$ cat config.mk
export PLATFORM = sky130hd
export DESIGN_NAME = if_prefetch
export DESIGN_NICKNAME = d
export VERILOG_FILES = /design/src/rtl/if_prefetch.sv
export SDC_FILE = /design/constraint.sdc
export NUM_CORES = 1
export LEC_CHECK = 0
export CAP_MARGIN = 15
export CORE_ASPECT_RATIO = 1.4
export CORE_MARGIN = 5
export CORE_UTILIZATION = 44
export DETAILED_ROUTE_END_ITERATION = 6
export GPL_TIMING_DRIVEN = 1
export PLACE_DENSITY = 0.72
export SYNTH_ARGS = -nofsm -noshare
export SYNTH_HDL_FRONTEND = slang
export SYNTH_SLANG_ARGS = --single-unit
$ cat constraint.sdc
create_clock -name clk -period 15.31 [get_ports clk]
set_input_delay 3.062 -clock clk [delete_from_list [all_inputs] [get_ports clk]]
set_output_delay 3.062 -clock clk [all_outputs]
set_load 0.1 [all_outputs]
$ cat src/rtl/if_prefetch.sv
// if_prefetch: instruction prefetch queue with in-order cache reads and redirect; IF_PREFETCH_PERF_EN adds perf counters
module if_prefetch #(
  parameter int ADDR_W = 32,
  parameter int DATA_W = 32,
  parameter int DEPTH = 4,
  parameter int MAX_OUTST = 2,
  parameter logic [ADDR_W-1:0] RESET_PC = '0
) (
  input  logic              clk,
  input  logic              rst,
  input  logic              jtag_reset_flag_i,
  input  logic              jump_flag_i,
  input  logic [ADDR_W-1:0] jump_addr_i,
  input  logic              hold_i,
  output logic [DATA_W-1:0] inst_o,
  output logic [ADDR_W-1:0] inst_addr_o,
  output logic              inst_valid_o,
  output logic [ADDR_W-1:0] o_p_addr,
  output logic              o_p_read,
  output logic              o_p_write,
  input  logic [DATA_W-1:0] i_p_readdata,
  input  logic              i_p_readdata_valid,
  input  logic              i_p_waitrequest
`ifdef IF_PREFETCH_PERF_EN
  ,
  output logic [31:0]       perf_inst_cnt,
  output logic [31:0]       perf_drop_cnt
`endif
);
  localparam int PW = $clog2(DEPTH);
  localparam int CW = $clog2(DEPTH + 1);
  localparam int OW = $clog2(MAX_OUTST + 1);
  localparam int SW = (CW > OW ? CW : OW) + 1;
  logic [ADDR_W-1:0] fpc, rpc, jump_pc;
  logic [OW-1:0] outst, drop, outst_nxt;
  logic [CW-1:0] count;
  logic [PW-1:0] rd_ptr, wr_ptr;
  logic [ADDR_W+DATA_W-1:0] mem [DEPTH];
  logic srst, accept, resp, discard, push, pop;
  // request issue, response classification and head presentation
  always_comb begin
    srst = rst | jtag_reset_flag_i;
    jump_pc = jump_addr_i & ~ADDR_W'(3);
    o_p_addr = fpc & ~ADDR_W'(3);
    o_p_write = 1'b0;
    o_p_read = !srst && !jump_flag_i && outst < OW'(MAX_OUTST) && (SW'(count) + SW'(outst)) < SW'(DEPTH);
    accept = o_p_read && !i_p_waitrequest;
    resp = i_p_readdata_valid && outst != '0 && !srst;
    discard = resp && (jump_flag_i || drop != '0);
    push = resp && !discard;
    inst_valid_o = count != '0 && !srst && !jump_flag_i;
    pop = inst_valid_o && !hold_i;
    {inst_addr_o, inst_o} = mem[rd_ptr];
    outst_nxt = outst + OW'(accept) - OW'(resp);
  end
  // fetch/response pointers, in-flight accounting and queue occupancy
  always_ff @(posedge clk) begin
    if (srst) begin
      fpc <= RESET_PC;
      rpc <= RESET_PC;
      outst <= '0;
      drop <= '0;
      count <= '0;
      rd_ptr <= '0;
      wr_ptr <= '0;
    end else begin
      fpc <= jump_flag_i ? jump_pc : accept ? fpc + ADDR_W'(4) : fpc;
      rpc <= jump_flag_i ? jump_pc : push ? rpc + ADDR_W'(4) : rpc;
      outst <= outst_nxt;
      drop <= jump_flag_i ? outst_nxt : drop - OW'(discard);
      count <= jump_flag_i ? '0 : count + CW'(push) - CW'(pop);
      rd_ptr <= jump_flag_i ? '0 : rd_ptr + PW'(pop);
      wr_ptr <= jump_flag_i ? '0 : wr_ptr + PW'(push);
    end
  end
  // queue storage, written with the address the response belongs to
  always_ff @(posedge clk) begin
    if (push) mem[wr_ptr] <= {rpc, i_p_readdata};
  end
`ifdef IF_PREFETCH_PERF_EN
  // delivered-instruction and discarded-response counters
  always_ff @(posedge clk) begin
    perf_inst_cnt <= srst ? '0 : perf_inst_cnt + 32'(pop);
    perf_drop_cnt <= srst ? '0 : perf_drop_cnt + 32'(discard);
  end
`endif
endmodule

==> metrics.txt <==
cells after synthesis=about 800; Slew headroom=0.228; reg2reg end=drop[1]; gr usage total=0.167; clk buf depth=3; Gate power share=0.048; RSZ-0062 raised after global routing=no; CP startpoint=jump_flag_i; Critical Path End=o_p_read; Die Area=0.0330 mm²; Slew Viols, Final=0; crit start category=primary input; DP Area=around 0.015 mm²; Synth Warn #=0; postcts setup bufs=0; htree depth=1; pwr/cell area=110 mW/mm²; clk sinks=between 300 and 400; sequential area share after synthesis=0.685; Netlist cell types=58; Tcrit/Tclk final=0.588; Sequential Power Share=0.544; Routed WL per cell=between 20 and 25 µm; CP max FO=36; Crit path arrival time=about 5.9 ns; finished layout cell area=0.0159 mm²; Pleak=4.99 nW; # IOs=170; slowest CP cell=clkdlybuf4s50_1; Final Critical Period=9.01 ns; VDD IR max=around 63 µV; Most used DFF post-synth=edfxtp_1; cell type with the largest total area after synthesis=edfxtp_1; crit path kind=in -> out; Root Buffer=clkbuf_16; Clk pwr share=0.408; most used cell, CP=clkdlybuf4s50_1; hold_sp=rd_ptr[1]; clk slew on worst S/H paths=approximately 0.060 ns; post-synth top area share=0.575; Vias/cell=approximately 5.5; Hold Crit Depth=2; clk_lat worst skew=0.54 ns; 1st-pass router iterations=5; max capacitance violation total=0; layout cells sized above 1=0.145; Critical Path End Type=output pin; Hold Slack=0.515 ns; Core ar.=slightly below 0.03 mm²; vias post-DR=roughly 7,600; WP data required=between 10 and 15 ns; mean post-synth cell area=16.0 µm²; final setup margin=6.30 ns; setup violators final=0; Post-Route Setup TNS=0 ns; CTS resizes=0; EDFF count, synth=248; Num CTS Buffers=29; Worst path max stage delay=approximately 1.2 ns; Worst Reg-to-Reg Cells=13; cts hold-fix bufs=0; Iteration-0 DRC Markers=509; Setup WS pre-CTS=6.29 ns; run status=finished, final reports clean; FP Rows=74; Routed Antenna Nets=0; synthesized flop and latch total=about 320; largest net degree at the start of global routing=63; reg2reg start=count[1]; Final Hold Vio Count=0; Slew @ Worst Pin=1.15 ns; Synth async-reset ratio=0; via count of the first global-routing pass=7,796; detailed placement HPWL=roughly 17,000 µm; Die Span X=roughly 150 µm; Reg2Reg Setup Slack=~12 ns; f_max=between 100 and 150 MHz; GPL Wtd Cong=between 0.8 and 0.9; Power Internal=0.00137 W; Tightest Hold Check Type=reg -> reg; PnR Total Power=approximately 0.0017 W; Starting Density=0.444; Psw=between 0.0003 and 0.0004 W; antenna violations before repair=0; IO Port Bufs=162; grt total ovfl=0; CP Cell Sequence=clkdlybuf4s50_1 > buf_4 > or3_1 > nor3_1 > clkdlybuf4s50_1; Net Sw Frac=0.212; Layout Nets=1,047; top area cells in the synthesized netlist=edfxtp_1 (58%), dfxtp_1 (11%), mux4_2 (11%); die height=roughly 210 µm; P&R area growth vs syn=22.5%; routed wire length=approximately 28,000 µm; CTS tree=done; Inserted Diodes=0; skew final=0.00785 ns; Post-Syn Area=around 0.013 mm²; first-pass GRT wire length=around 44,000 µm; DRC Markers=0
sequential cells by signal (all words and copies together), names as in the netlist:
register and count:
mem 248, fpc 30, rpc 30, count 3, drop 2, outst 2
rd_ptr 2, wr_ptr 2
placed cells by master, fill, tap and decap left out, drive strengths merged, types with 7 or more instances in the layout:
cell	n
edfxtp	248
clkdlybuf4s50	162
dfxtp	71
mux4	62
nand2	42
clkbuf	42
a21oi	35
nand3	31
o21ai	29
nor2	28
nand4	25
xnor2	21
xor2	19
nor3	13
or3	13
a31oi	12
nor4	12
and3	11
and4	10
and2	9
buf	9
inv	9
ha	8
clkinv	8
o211ai	7
cell usage after synthesis (19+ instances only):
master / n
mux4_2: 62
xor2_1: 19
nand3_1: 30
dfxtp_1: 71
nand4_1: 24
o21ai_0: 28
nor2_1: 28
clkbuf_1: 29
nand2_1: 42
xnor2_1: 21
a21oi_1: 35
edfxtp_1: 248
cells by family after synthesis:
kind of cell    Yosys count  share of synthesized area
buf+inv                  59                     0.0208
xor+xnor                 40                     0.0271
flops                   319                      0.685
fa+ha+maj                 9                    0.00928
compound gates          109                     0.0502
mux                      69                      0.114
other cells               1                   0.000290
simple gates            203                     0.0937
per-layer routing:
metal / vias up / global-route usage / routed length, µm
met5: - / 0 / 0
met4: 0 / 0.0597 / 815
met2: 250 / 0.285 / 13800
met1: 3776 / 0.219 / 11300
met3: 44 / 0.0260 / 1720
li1: 3510 / - / -
critical path, delay by kind of cell:
kind,cells,cell delay [ns]
buf+inv,3,1.82
simple gates,2,1.06
how the worst min path moves through the flow:
stage	end	slack (ns)
finish	rd_ptr[1]	0.51
floorplan	mem[0][63]	0.48
global placement	rd_ptr[1]	0.50
CTS	rd_ptr[1]	0.52
detailed placement	rd_ptr[1]	0.50
global route	rd_ptr[1]	0.54
power by group through the flow:
stage                     Clock, W  Sequential (W)  Combinational (W)
after CTS                 0.000727        0.000945          0.0000837
after global placement           0        0.000964          0.0000825
final                     0.000708        0.000945          0.0000836
after global routing      0.000769        0.000946          0.0000888
after floorplan                  0        0.000983          0.0000276
after detailed placement         0        0.000964          0.0000833
area by class of cell:
class / instances / area [µm²]
Inverter: 10 / 38.8
Clock inverter: 12 / 120
Tap cell: 380 / 475
Multi-Input combinational cell: 435 / 3840
Sequential cell: 319 / 8870
Fill cell: 2424 / 13300
Timing Repair Buffer: 172 / 1690
Clock buffer: 41 / 812
through the flow:
step / std cells / util
finish: 1369 / 0.544
global route: 1369 / 0.544
CTS: 1368 / 0.544
detailed placement: 1315 / 0.512
global placement: 1315 / 0.512
floorplan: 813 / -
(Power assumes the default switching activity.)
